===== src/rtl/sensor_pkg.sv =====
// Purpose : Shared level codes, valid probe patterns and the pattern encoder
//           used by the reservoir sensor front end.
// Contents: LVL_* level codes, PAT_* valid debounced patterns {high,mid,low},
//           level_state_t (level code + fault flag) and encode_pattern().
package sensor_pkg;

    localparam logic [1:0] LVL_EMPTY = 2'd0;
    localparam logic [1:0] LVL_LOW   = 2'd1;
    localparam logic [1:0] LVL_MID   = 2'd2;
    localparam logic [1:0] LVL_FULL  = 2'd3;

    localparam logic [2:0] PAT_EMPTY = 3'b000;
    localparam logic [2:0] PAT_LOW   = 3'b001;
    localparam logic [2:0] PAT_MID   = 3'b011;
    localparam logic [2:0] PAT_FULL  = 3'b111;

    typedef struct packed {
        logic [1:0] level;
        logic       err;
    } level_state_t;

    // An impossible pattern (water above a dry probe) raises err and keeps
    // the last trustworthy level rather than guessing a new one.
    function automatic level_state_t encode_pattern(input logic [2:0] pat,
                                                    input logic [1:0] prev);
        level_state_t r;
        r.level = prev;
        r.err   = 1'b1;
        case (pat)
            PAT_EMPTY: begin r.level = LVL_EMPTY; r.err = 1'b0; end
            PAT_LOW:   begin r.level = LVL_LOW;   r.err = 1'b0; end
            PAT_MID:   begin r.level = LVL_MID;   r.err = 1'b0; end
            PAT_FULL:  begin r.level = LVL_FULL;  r.err = 1'b0; end
            default:   begin r.level = prev;      r.err = 1'b1; end
        endcase
        return r;
    endfunction

endpackage


===== src/rtl/probe_debounce.sv =====
// Purpose : Two-flop synchroniser plus consecutive-disagreement debouncer for
//           one asynchronous water probe.
// Ports   : clk    - system clock (rising edge)
//           rst    - synchronous active-high reset
//           raw    - asynchronous probe input, 1 = water present
//           stable - debounced probe value
module probe_debounce #(
    parameter int DEBOUNCE_CYCLES = 4,
    parameter int CNT_W           = 8
) (
    input  logic clk,
    input  logic rst,
    input  logic raw,
    output logic stable
);

    localparam logic [CNT_W-1:0] CNT_LAST = CNT_W'(DEBOUNCE_CYCLES - 1);

    logic             s1;
    logic             s2;
    logic [CNT_W-1:0] cnt;

    always_ff @(posedge clk) begin
        if (rst) begin
            s1     <= 1'b0;
            s2     <= 1'b0;
            stable <= 1'b0;
            cnt    <= '0;
        end else begin
            s1 <= raw;
            s2 <= s1;
            // Any cycle of agreement restarts the count, so only an unbroken
            // run of DEBOUNCE_CYCLES disagreeing samples moves stable.
            if (s2 == stable) begin
                cnt <= '0;
            end else if (cnt == CNT_LAST) begin
                stable <= s2;
                cnt    <= '0;
            end else begin
                cnt <= cnt + CNT_W'(1);
            end
        end
    end

endmodule


===== src/rtl/sensor_level_encoder.sv =====
// Purpose : Reservoir sensor front end. Debounces the low/mid/high probes and
//           encodes the stable pattern into a level code with a fault flag and
//           a one-cycle change strobe.
// Ports   : clk        - system clock (rising edge)
//           rst        - synchronous active-high reset
//           probe_low  - raw low probe, asynchronous, 1 = water present
//           probe_mid  - raw mid probe, asynchronous, 1 = water present
//           probe_high - raw high probe, asynchronous, 1 = water present
//           level      - last valid level: 0 EMPTY, 1 LOW, 2 MID, 3 FULL
//           level_err  - 1 while the debounced pattern is impossible
//           level_upd  - one-cycle pulse when level or level_err changes
//           probes_dbg - debounced probes {high, mid, low}
module sensor_level_encoder
    import sensor_pkg::*;
#(
    parameter int DEBOUNCE_CYCLES = 4,
    parameter int CNT_W           = 8
) (
    input  logic       clk,
    input  logic       rst,
    input  logic       probe_low,
    input  logic       probe_mid,
    input  logic       probe_high,
    output logic [1:0] level,
    output logic       level_err,
    output logic       level_upd,
    output logic [2:0] probes_dbg
);

    logic [2:0]   deb;
    level_state_t nxt;

    probe_debounce #(
        .DEBOUNCE_CYCLES(DEBOUNCE_CYCLES),
        .CNT_W          (CNT_W)
    ) u_deb_low (
        .clk   (clk),
        .rst   (rst),
        .raw   (probe_low),
        .stable(deb[0])
    );

    probe_debounce #(
        .DEBOUNCE_CYCLES(DEBOUNCE_CYCLES),
        .CNT_W          (CNT_W)
    ) u_deb_mid (
        .clk   (clk),
        .rst   (rst),
        .raw   (probe_mid),
        .stable(deb[1])
    );

    probe_debounce #(
        .DEBOUNCE_CYCLES(DEBOUNCE_CYCLES),
        .CNT_W          (CNT_W)
    ) u_deb_high (
        .clk   (clk),
        .rst   (rst),
        .raw   (probe_high),
        .stable(deb[2])
    );

    always_comb begin
        nxt = encode_pattern(deb, level);
    end

    // The strobe compares the incoming pair with the currently registered
    // pair, so it lines up with the cycle the new pair becomes visible. The
    // reset value counts as a genuine previous state.
    always_ff @(posedge clk) begin
        if (rst) begin
            level     <= LVL_EMPTY;
            level_err <= 1'b0;
            level_upd <= 1'b0;
        end else begin
            level     <= nxt.level;
            level_err <= nxt.err;
            level_upd <= (nxt.level != level) || (nxt.err != level_err);
        end
    end

    assign probes_dbg = deb;

endmodule

===== config.mk =====
export PLATFORM = sky130hd
export DESIGN_NAME = sensor_level_encoder
export DESIGN_NICKNAME = d
export VERILOG_FILES = /design/src/rtl/sensor_pkg.sv /design/src/rtl/probe_debounce.sv /design/src/rtl/sensor_level_encoder.sv
export SDC_FILE = /design/constraint.sdc
export NUM_CORES = 1
export LEC_CHECK = 0
export BUFFER_PORTS_ARGS = -buffer_cell sky130_fd_sc_hd__buf_2
export CAP_MARGIN = 5
export CORE_MARGIN = 10
export CORE_UTILIZATION = 42
export DETAILED_ROUTE_END_ITERATION = 10
export PLACE_DENSITY_LB_ADDON = 0.25
export SKIP_LAST_GASP = 1
export SYNTH_ARGS = -nofsm -noshare
export SYNTH_HDL_FRONTEND = slang
export SYNTH_SLANG_ARGS = --single-unit
export TNS_END_PERCENT = 100

===== constraint.sdc =====
create_clock -name clk -period 2.2 [get_ports clk]
set_clock_uncertainty 0.2 [all_clocks]
set_input_delay 0.11 -clock clk [delete_from_list [all_inputs] [get_ports clk]]
set_output_delay 0.11 -clock clk [all_outputs]
set_load 0.005 [all_outputs]

---- Word level (Yosys, flattened, before mapping) ----
Index checks and enable logic that the tools add are counted.
word-level totals
  bits in registers ....................... 37
  memories ................................ 0
  bits in latches ......................... 0
  logic and storage cells ................. 41
  memory bits (writable) .................. 0
  memory bits (read-only) ................. 0
operators by class
  multiply operators ...................... 0
  bitwise logic cells ..................... 3
  reduce and logical (&&, ||, !) cells .... 8
  divide/modulo/power cells ............... 0
  muxes and demuxes ....................... 1
  eq/ne operators ......................... 11
  $add $sub $neg .......................... 3
  magnitude comparators ................... 0
  shift operators ......................... 0
operators by type and width
  cell                   count
  $add A8 B1 Y8 const B  3
  $eq A8 B2 Y1 const B   3
  $pmux W3 S4            1
  $reduce_or A3 Y1       3
  $reduce_and A2 Y1      3
  $eq A1 B1 Y1           3
  $eq A3 B1 Y1 const B   1
  $eq A3 B2 Y1 const B   1
  $eq A3 B3 Y1 const B   1
  $logic_not A3 Y1       1
  $not A1 Y1             3
  $ne A2 B2 Y1           1
  $logic_or A1 B1 Y1     1
  $ne A1 B1 Y1           1

---- Depth between registers and ports, before layout ----
Gate-level depths: netlist of run 1.
  depth after elaboration ................. 4
  mapped depth ............................ 5
  gate-level depth less buffers ........... 5

---- Cells and area by module ----
From an unflattened synthesis of run 1, not the netlist that was laid out.
unflattened totals
  cell total of the unflattened synthesis .. 173
  area, all modules ....................... 1527.7 µm²
by module, submodules not included
  module                cells an instance  area an instance (µm²)  instances
  probe_debounce        49                 440.4                   3
  sensor_level_encoder  26                 206.4                   1

---- Least setup slack after synthesis of run 1 ----
OpenSTA, ideal clock, no wires.
  path kind ............................... register to register
  from .................................... register u_deb_low.cnt[0]
  to ...................................... register u_deb_low.cnt[2]
  clock period less this slack ............ 1.532 ns
  cell stages (with the launch flop) ...... 6
  setup slack ............................. 0.668 ns
  arrival time ............................ 1.212 ns
  path buffers ............................ 0
  cells stage by stage .................... dfxtp_1 -> ha_1 -> nor4b_1 -> nand2_1 -> nand2_1 -> nor2_1
between the ends
  word-level cells in the longest chain between the ends .. 2
  elaborated cells between the ends (all ways) .. 3
RTL lines
  what                                                                   RTL line              text
  start, declared                                                        probe_debounce.sv:21  logic [CNT_W-1:0] cnt;
  start signal, assigned                                                 probe_debounce.sv:40  cnt <= cnt + CNT_W'(1);
  parallel branches: the longest is 2 deep, another holds $add A8 B1 Y8  -
Parallel ways; which one is timed is not known.
A chain may end at the register's enable or synchronous reset.

---- Final worst setup path of run 1 ----
  from .................................... register u_deb_low.cnt[0]
  to ...................................... register u_deb_low.cnt[5]
The elaborated chain is that of the path after synthesis.

==> metrics.md, run 1 <==
| Metric | Value |
|---|---|
| Core area | `3390 µm²` |
| Worst-path fanout max | `7` |
| Largest net degree at the start of global routing | `17` |
| Cells along the critical path | `ha_1 -> nor4b_1 -> nand2_1 -> nand2_1 -> nor2_1` |
| Final Critical Period | `about 1800 ps` |
| CTS tree | `built` |
| Worst skew pair latency | `330 ps` |
| Status | `completed` |
| Top FF cell, synth | `dfxtp_1` |
| CP delay by family, top | `simple AND/OR/NAND/NOR gates` |
| Most common cell after layout, fill and taps aside | `dfxtp_1` |
| Clk slew on worst S/H paths | `around 100 ps` |
| Drt wl/cell | `about 11 µm` |
| Initial DRC count | `slightly below 100` |
| Syn Std Cell Area | `1501 µm²` |
| CTS sink count | `37` |
| Distinct cell type count after synthesis | `26` |
| Hold Crit Start | `u_deb_high.s1` |
| CTS Buf Count | `5` |
| Crit-path slowest cell | `dfxtp_1` |
| Syn_area_per_cell | `a little over 9 µm²` |
| Final instance area | `about 1700 µm²` |
| Vias/cell | `4.921` |
| Antenna violations before repair | `0` |
| CTS root buffer | `clkbuf_4` |
| Longest Clk Path Bufs | `2` |
| Number of synthesized flops with an enable pin | `0` |
| Number of port buffers | `11` |
| FMAX | `around 560 MHz` |
| Global route overflow | `0` |
| Die width | `approximately 80 µm` |
| Nets | `~190` |
| Critical path arrival | `approximately 1800 ps` |
| Final WL | `approximately 2.6 mm` |
| Number of global-route vias before repair | `between 1000 and 1500` |
| Most frequent cells in the layout | `dfxtp_1 (37), nor2_1 (26), nand3_1 (16)` |
| Worst Setup End Kind | `register` |
| Final hold violation count | `0` |
| DP Area | `around 1600 µm²` |
| Synth warn | `0` |
| Type of the worst min-delay path | `register to register` |
| Reg2reg start | `u_deb_low.cnt[0]` |
| Final ANT Viol Nets | `0` |
| Cts repair resizes | `0` |
| Peak supply drop | `approximately 350 µV` |
| Cells on worst reg2reg path | `5` |
| R2r endpoint | `u_deb_low.cnt[5]` |
| Hold Crit Depth | `1` |
| Post-synthesis sequential area ratio | `0.4933` |
| Dpl hpwl | `around 1.8 mm` |
| CP most frequent cell | `nand2_1` |
| Die height | `around 80 µm` |
| Die area | `roughly 6400 µm²` |
| Tcrit/Tclk final | `0.8065` |
| GP Congestion | `between 0.7 and 0.8` |
| FF-to-FF setup slack | `~430 ps` |
| Starting Density | `0.4430` |
| GR Util All Layers | `0.09091` |
| Final setup vio count | `0` |
| Hold Path End | `u_deb_high.s2` |
| DRC | `0` |
| Drt first pass iters | `4` |
| Leak Pwr | `between 0.6 and 0.7 nW` |
| Asr flop ratio synth | `0` |
| Slew Limit Fails | `0` |
| Synthesized instance count | `approximately 160` |
| Net Count, Synth | `171` |
| Ratio of cells with drive above 1 in the final layout | `0.1050` |
| Unrepaired setup endpoints after global routing | `false` |
| Diode count | `0` |
| Post-CTS Setup Inserts | `0` |
| # rows | `21` |
| Worst EP required | `approximately 2200 ps` |
| First-pass GRT wire length | `about 4.6 mm` |
| WS Path Type | `register to register` |
| Hold_ws | `approximately 240 ps` |
| Slew HR | `0.7130` |
| Pwr dens | `approximately 630 nW/µm²` |
| CP startpoint kind | `register` |
| Fin Setup TNS | `0 ps` |
| WP buf/inv | `0` |
| Max Cap Viol | `0` |
| Area grow syn2layout | `12.67%` |
| Number of synthesized register bits | `37` |
| Via count | `approximately 1100` |
| CTS H-tree lvls | `2` |
| Critical path's largest stage delay | `approximately 420 ps` |
| Worst slew pin tran | `424.5 ps` |
| I/O pin count | `12` |
area by class of cell:
type	instances	area (µm²)
inverter	1	3.754
tap	46	57.56
sequential	37	740.7
clock buffer	7	55.05
multi-input combinational	118	709.4
fill	322	1698
timing repair buffer	18	125.1
Yosys cell counts (all sizes together) (3+ instances only):
library cell	instances	area share
nand2	12	0.030
nor4b	3	0.018
nor3	5	0.017
nor2	26	0.065
nand3	16	0.053
ha	3	0.025
buf	6	0.029
nand2b	4	0.017
a21oi	6	0.020
nor2b	6	0.025
and3	7	0.029
xor2	14	0.082
xnor2	8	0.047
dfxtp	37	0.49
where the power goes:
part	switching (W)	leakage [nW]	internal [W]	total, W
Clock	0.000200	0.0314	0.000151	0.000351
Combinational	0.0000120	0.298	0.0000162	0.0000282
Sequential	0.00000366	0.299	0.000676	0.000680
timing repair:
item                                    CTS  global route
hold buffers                              7             0
endpoints found under the hold margin    13             0
endpoints found under the setup margin    0             0
kinds of logic after synthesis:
family	Yosys count	share of synthesized area
compound gates	11	0.04917
xor+xnor	22	0.1283
fa+ha+maj	3	0.02500
buf+inv	8	0.03416
flops	37	0.4933
mux	1	0.007499
simple gates	81	0.2625
metal layers:
metal  track usage  part of all wire
met2        0.1416              0.44
met4       0.04225            0.0078
met1        0.1011              0.50
met3       0.04617             0.051
met5             0                 0
sequential cells by signal, summed over array words and instances (netlist names), 2 cells and up:
name	count
u_deb_high.cnt	8
u_deb_mid.cnt	8
level	2
u_deb_low.cnt	8
per-stage QoR:
stage	std cells	setup WS [ps]	util	total power (W)
final	227	425.8	0.4991	0.001059
after global routing	227	189.2	0.4991	0.001110
after CTS	227	376.2	0.4991	0.001080
after detailed placement	213	398.7	0.4622	0.0007142
after global placement	213	468.0	0.4622	0.0007135
after floorplan	163	668.0	-	0.0007064
worst max-delay path by stage:
stage / from / to / cells after the start
after global routing: u_deb_mid.cnt[0] / u_deb_mid.cnt[5] / 5
after floorplan: u_deb_low.cnt[0] / u_deb_low.cnt[2] / 5
after global placement: u_deb_low.cnt[0] / u_deb_low.cnt[7] / 5
after CTS: u_deb_mid.cnt[0] / u_deb_mid.cnt[5] / 5
final: u_deb_low.cnt[0] / u_deb_low.cnt[5] / 5
after detailed placement: u_deb_mid.cnt[0] / u_deb_mid.cnt[5] / 5
worst reg2reg max path, stage by stage, from the launching register on:
cell	delay [ps]
dfxtp_1	420
ha_1	250
nor4b_1	350
nand2_1	150
nand2_1	230
nor2_1	80
Power figures use the tool's default switching activity.
==> run 2, diff against run 1 <==
==> constraint.sdc (replaced) <==
create_clock -name clk -period 1.6 [get_ports clk]
set_clock_uncertainty 0.2 [all_clocks]
set_input_delay 0.08 -clock clk [delete_from_list [all_inputs] [get_ports clk]]
set_output_delay 0.08 -clock clk [all_outputs]
set_load 0.005 [all_outputs]
==> metrics.md, run 2 (same netlist as run 1, synthesis figures left out) <==
| Metric | Value |
|---|---|
| Cells on worst reg2reg path | `6` |
| Die area | `roughly 6400 µm²` |
| Clk slew on worst S/H paths | `100 ps` |
| Ratio of cells with drive above 1 in the final layout | `0.2143` |
| Worst-path fanout max | `16` |
| Drt wl/cell | `between 10 and 15 µm` |
| Hold Crit Depth | `1` |
| Starting Density | `0.4430` |
| Max Cap Viol | `0` |
| Worst Setup End Kind | `register` |
| FMAX | `~670 MHz` |
| Internal power | `roughly 0.0012 W` |
| # rows | `21` |
| Die height | `79.79 µm` |
| Clock power frac | `0.361` |
| Final setup vio count | `0` |
| Via count | `1199` |
| Worst setup margin | `between 90 and 100 ps` |
| CP startpoint kind | `input port` |
| Final Critical Period | `about 1500 ps` |
| CTS root buffer | `clkbuf_4` |
| Longest Clk Path Bufs | `2` |
| FF-to-FF setup slack | `approximately 98 ps` |
| First-pass GRT wire length | `between 5 and 6 mm` |
| Slew Limit Fails | `0` |
| WS Path Type | `input port to register` |
| GP Congestion | `approximately 0.8` |
| Largest regs | `u_deb_high.cnt (8), u_deb_low.cnt (8), u_deb_mid.cnt (8)` |
| Drt first pass iters | `4` |
| Final WL | `approximately 2.9 mm` |
| Status | `completed` |
| CTS H-tree lvls | `2` |
| Final core occ | `0.5467` |
| I/O pin count | `12` |
| Dpl hpwl | `slightly below 2 mm` |
| Fin Setup TNS | `0 ps` |
| Area grow syn2layout | `23.42%` |
| CTS tree | `built` |
| Tcrit/Tclk final | `0.9388` |
| Cells along the critical path | `dlygate4sd3_1 -> buf_2 -> nor2b_1 -> dlygate4sd3_1` |
| Number of global-route vias before repair | `1233` |
| Unrepaired setup endpoints after global routing | `false` |
| Peak supply drop | `approximately 540 µV` |
| Layout Cells excl Fill | `between 200 and 250` |
| Vias/cell | `4.955` |
| CTS Buf Count | `5` |
| Most frequent cells in the layout | `dfxtp_1 (36), nor2_1 (26), nand3_1 (16)` |
| Final ANT Viol Nets | `0` |
| Core area | `approximately 3400 µm²` |
| Type of the worst min-delay path | `register to register` |
| Pre-CTS setup slack | `-15.46 ps` |
| GR Util All Layers | `0.1012` |
| Largest net degree at the start of global routing | `17` |
| Critical path's largest stage delay | `560 ps` |
| Number of port buffers | `11` |
| Die width | `around 80 µm` |
| Leak Pwr | `~0.73 nW` |
| Pwr dens | `825.8 nW/µm²` |
| Global route overflow | `0` |
| Most common cell after layout, fill and taps aside | `dfxtp_1` |
| Worst EP required | `1630 ps` |
| Flop pwr share | `0.610` |
| Final hold violation count | `0` |
| NetSw | `0.0003197 W` |
| DP Area | `about 1700 µm²` |
| DRC | `0` |
| Worst skew pair latency | `about 340 ps` |
| Nets | `approximately 200` |
| Initial DRC count | `70` |
| Worst slew pin tran | `about 360 ps` |
| Diode count | `0` |
| Critical path arrival | `about 1500 ps` |
| Post-CTS Setup Inserts | `0` |
| Final instance area | `~1900 µm²` |
| Sw Ratio | `0.2090` |
| Combinational group share of total power | `0.029` |
| Antenna violations before repair | `0` |
| CP most frequent cell | `dlygate4sd3_1` |
| Dpl cells | `between 200 and 250` |
| Slew HR | `0.7581` |
| CTS sink count | `37` |
| Crit-path slowest cell | `dlygate4sd3_1` |
run 2: cell count changes in the layout (fill, tap and decap cells not counted), moves of 2 or more:
cell / change
buf_4: +14
nand2_1: -2
nor4b_1: -3
nor4b_2: +2
nand2_2: +2
run 2: per-layer routing:
metal	up-vias	GRT usage	routed length, µm
met5	-	0	0
met4	0	0.04930	55
met3	8	0.05743	182
met2	23	0.1594	1404
met1	560	0.1067	1252
li1	608	-	-
run 2: per-stage QoR:
stage	hold slack (ps)	total power [W]
2_1_floorplan	-51.14	0.0009714
3_3_place_gp	88.20	0.0009842
3_5_place_dp	99.41	0.0009852
4_1_cts	254.7	0.001551
5_1_grt	269.6	0.001603
6_report	249.1	0.001530
run 2: worst paths after layout:
kind                                       start          endpoint
worst max register to register  u_deb_mid.cnt[0]  u_deb_mid.cnt[6]
worst max-delay path                         rst      u_deb_low.s1
worst min-delay path                u_deb_mid.s1      u_deb_mid.s2
worst min register to register      u_deb_mid.s1      u_deb_mid.s2
run 2: critical path, delay by kind of cell:
| kind | cells | cell delay, ps |
|---|---|---|
| AND/OR/NAND/NOR | 1 | 80 |
| buffers and inverters | 3 | 1360 |
run 2: cell type report:
| class | count | area [µm²] |
|---|---|---|
| Inverter | 1 | 3.754 |
| Clock inverter | 1 | 5.005 |
| Sequential cell | 37 | 742.0 |
| Tap cell | 46 | 57.56 |
| Multi-Input combinational cell | 118 | 749.5 |
| Fill cell | 310 | 1536 |
| Clock buffer | 7 | 65.06 |
| Timing Repair Buffer | 32 | 230.2 |
run 2: power groups by stage:
| stage | registers, W | clock network, W | logic, W |
|---|---|---|---|
| floorplan | 0.000955 | 0 | 0.0000164 |
| global placement | 0.000955 | 0 | 0.0000295 |
| detailed placement | 0.000955 | 0 | 0.0000304 |
| CTS | 0.000934 | 0.000573 | 0.0000439 |
| global route | 0.000936 | 0.000616 | 0.0000509 |
| finish | 0.000934 | 0.000552 | 0.0000444 |
run 2: timing repair:
| item | CTS | global route |
|---|---|---|
| setup endpoints to repair | 20 | 20 |
| endpoints found under the hold margin | 13 | 0 |
| gates resized for setup | 3 | 5 |
| hold buffers | 7 | 0 |
==> run 3, diff against run 2 <==
==> constraint.sdc (replaced) <==
create_clock -name clk -period 1.5 [get_ports clk]
set_clock_uncertainty 0.2 [all_clocks]
set_input_delay 0.075 -clock clk [delete_from_list [all_inputs] [get_ports clk]]
set_output_delay 0.075 -clock clk [all_outputs]
set_load 0.005 [all_outputs]
==> metrics.md, run 3 (same netlist as run 1, synthesis figures left out) <==
| Metric | Value |
|---|---|
| Status | `completed` |
| Most common cell after layout, fill and taps aside | `dfxtp_1` |
| Most Crowded Layer GR | `met2` |
| Starting Density | `0.4430` |
| Critical path's largest stage delay | `approximately 360 ps` |
| GP Congestion | `approximately 0.75` |
| Largest regs | `u_deb_high.cnt (8), u_deb_low.cnt (8), u_deb_mid.cnt (8)` |
| Ratio of cells with drive above 1 in the final layout | `0.2475` |
| GR Layer Usage met2 | `0.1756` |
| Clk slew on worst S/H paths | `roughly 110 ps` |
| Global route overflow | `0` |
| Type of the worst min-delay path | `register to register` |
| Max Cap Viol | `0` |
| Pwr dens | `between 800 and 900 nW/µm²` |
| # rows | `21` |
| Worst EP required | `approximately 1500 ps` |
| CP endpoint | `u_deb_mid.cnt[6]` |
| Post-CTS Setup Inserts | `0` |
| Diode count | `0` |
| Slew HR | `0.7343` |
| Core area | `about 3400 µm²` |
| Die height | `79.79 µm` |
| Final Critical Period | `1448 ps` |
| Die width | `~80 µm` |
| FMAX | `~690 MHz` |
| Worst Setup End Kind | `register` |
| M3 GR Usage | `0.04955` |
| Dpl hpwl | `roughly 2.1 mm` |
| Final WL | `3.066 mm` |
| Worst slew pin tran | `395.0 ps` |
| Final ANT Viol Nets | `0` |
| CP delay by family, top | `simple AND/OR/NAND/NOR gates` |
| Drt first pass iters | `4` |
| Most frequent cells in the layout | `dfxtp_1 (33), nor2_1 (26), nand3_1 (16), buf_4 (16), xor2_1 (14)` |
| Critical path arrival | `approximately 1500 ps` |
| WP buf/inv | `0` |
| Tcrit/Tclk final | `0.9652` |
| Met1 Use GR | `0.1191` |
| Cells on worst reg2reg path | `5` |
| CTS root buffer | `clkbuf_4` |
| Reg2reg start | `u_deb_mid.cnt[0]` |
| Initial DRC count | `38` |
| Longest Clk Path Bufs | `2` |
| GR Util All Layers | `0.1097` |
| Leak Pwr | `0.7707 nW` |
| Worst-path fanout max | `6` |
| Die area | `~6400 µm²` |
| Final hold violation count | `0` |
| CTS H-tree lvls | `2` |
| CTS tree | `built` |
| Vias/cell | `a little under 5` |
| Hold_ws | `245.3 ps` |
| Number of port buffers | `11` |
| Drt wl/cell | `about 12 µm` |
| Worst skew pair latency | `340 ps` |
| CTS Buf Count | `5` |
| Cells along the critical path | `ha_1 -> nor4b_4 -> nand2_1 -> nand2b_4 -> nor2_1` |
| Layout Cells excl Fill | `248` |
| I/O pin count | `12` |
| Number of fill cells | `roughly 290` |
| Unrepaired setup endpoints after global routing | `true` |
| FF-to-FF setup slack | `around 52 ps` |
| CTS sink count | `37` |
| Dpl cells | `approximately 230` |
| Slew Limit Fails | `0` |
| Crit-path slowest cell | `dfxtp_1` |
| Nets | `between 200 and 250` |
| Peak supply drop | `around 600 µV` |
| Area grow syn2layout | `30.17%` |
| DRC | `0` |
| Worst setup startpoint | `u_deb_mid.cnt[0]` |
| Largest net degree at the start of global routing | `12` |
| First-pass GRT wire length | `5.568 mm` |
| Antenna violations before repair | `0` |
| CP Depth | `5` |
| CP startpoint kind | `register` |
| Via count | `roughly 1200` |
| WS Path Type | `register to register` |
| Number of global-route vias before repair | `between 1000 and 1500` |
| Final setup vio count | `0` |
| R2r endpoint | `u_deb_mid.cnt[6]` |
==> run 3: worst min-delay path by stage <==
stage	start	cells after the start	slack, ps	end
floorplan	rst	1	-60	level_upd
CTS	u_deb_high.s1	1	250	u_deb_high.s2
finish	u_deb_high.s1	1	250	u_deb_high.s2
global placement	probe_low	2	90	u_deb_low.s1
detailed placement	probe_mid	2	90	u_deb_mid.s1
global route	u_deb_high.s1	1	270	u_deb_high.s2
==> run 3: through the flow <==
| step | TNS (ps) | util | instance area (µm²) | power (W) | setup slack, ps |
|---|---|---|---|---|---|
| final | 0 | 0.5766 | 1954 | 0.001650 | 52.27 |
| after global routing | -207.6 | 0.5766 | 1954 | 0.001739 | -43.29 |
| after CTS | 0 | 0.5604 | 1899 | 0.001675 | 13.87 |
| after detailed placement | -651.1 | 0.5013 | 1699 | 0.001053 | -81.49 |
| after global placement | 0 | 0.5013 | 1699 | 0.001052 | 29.11 |
| after floorplan | 0 | - | 1514 | 0.001036 | 23.35 |
==> run 3: timing repair <==
item,4_1_cts,5_1_grt
cloned,0,0
gates resized for setup,4,13
hold buffers,11,0
setup endpoints to repair,19,22
hold endpoints to repair,13,0
pin swaps,0,2
==> run 3: area by class of cell <==
type                       count  area, µm²  share of cell area
tap                           46      57.56             0.02945
sequential                    37      748.2              0.3828
inverter                       1      3.754            0.001921
clock buffer                   7      65.06             0.03329
multi-input combinational    118      789.5              0.4040
clock inverter                 1      5.005            0.002561
timing repair buffer          38      285.3              0.1460
==> run 3: report_power, final <==
part / internal [W] / switching, W
logic: 0.0000359 / 0.0000228
registers: 0.000990 / 0.00000425
clock network: 0.000272 / 0.000325
total: 0.00130 / 0.000352
==> run 3: routing by layer <==
layer	wire [µm]	share of wire
met1	1422	0.46
met2	1385	0.45
met4	88	0.029
met5	0	0
met3	169	0.055
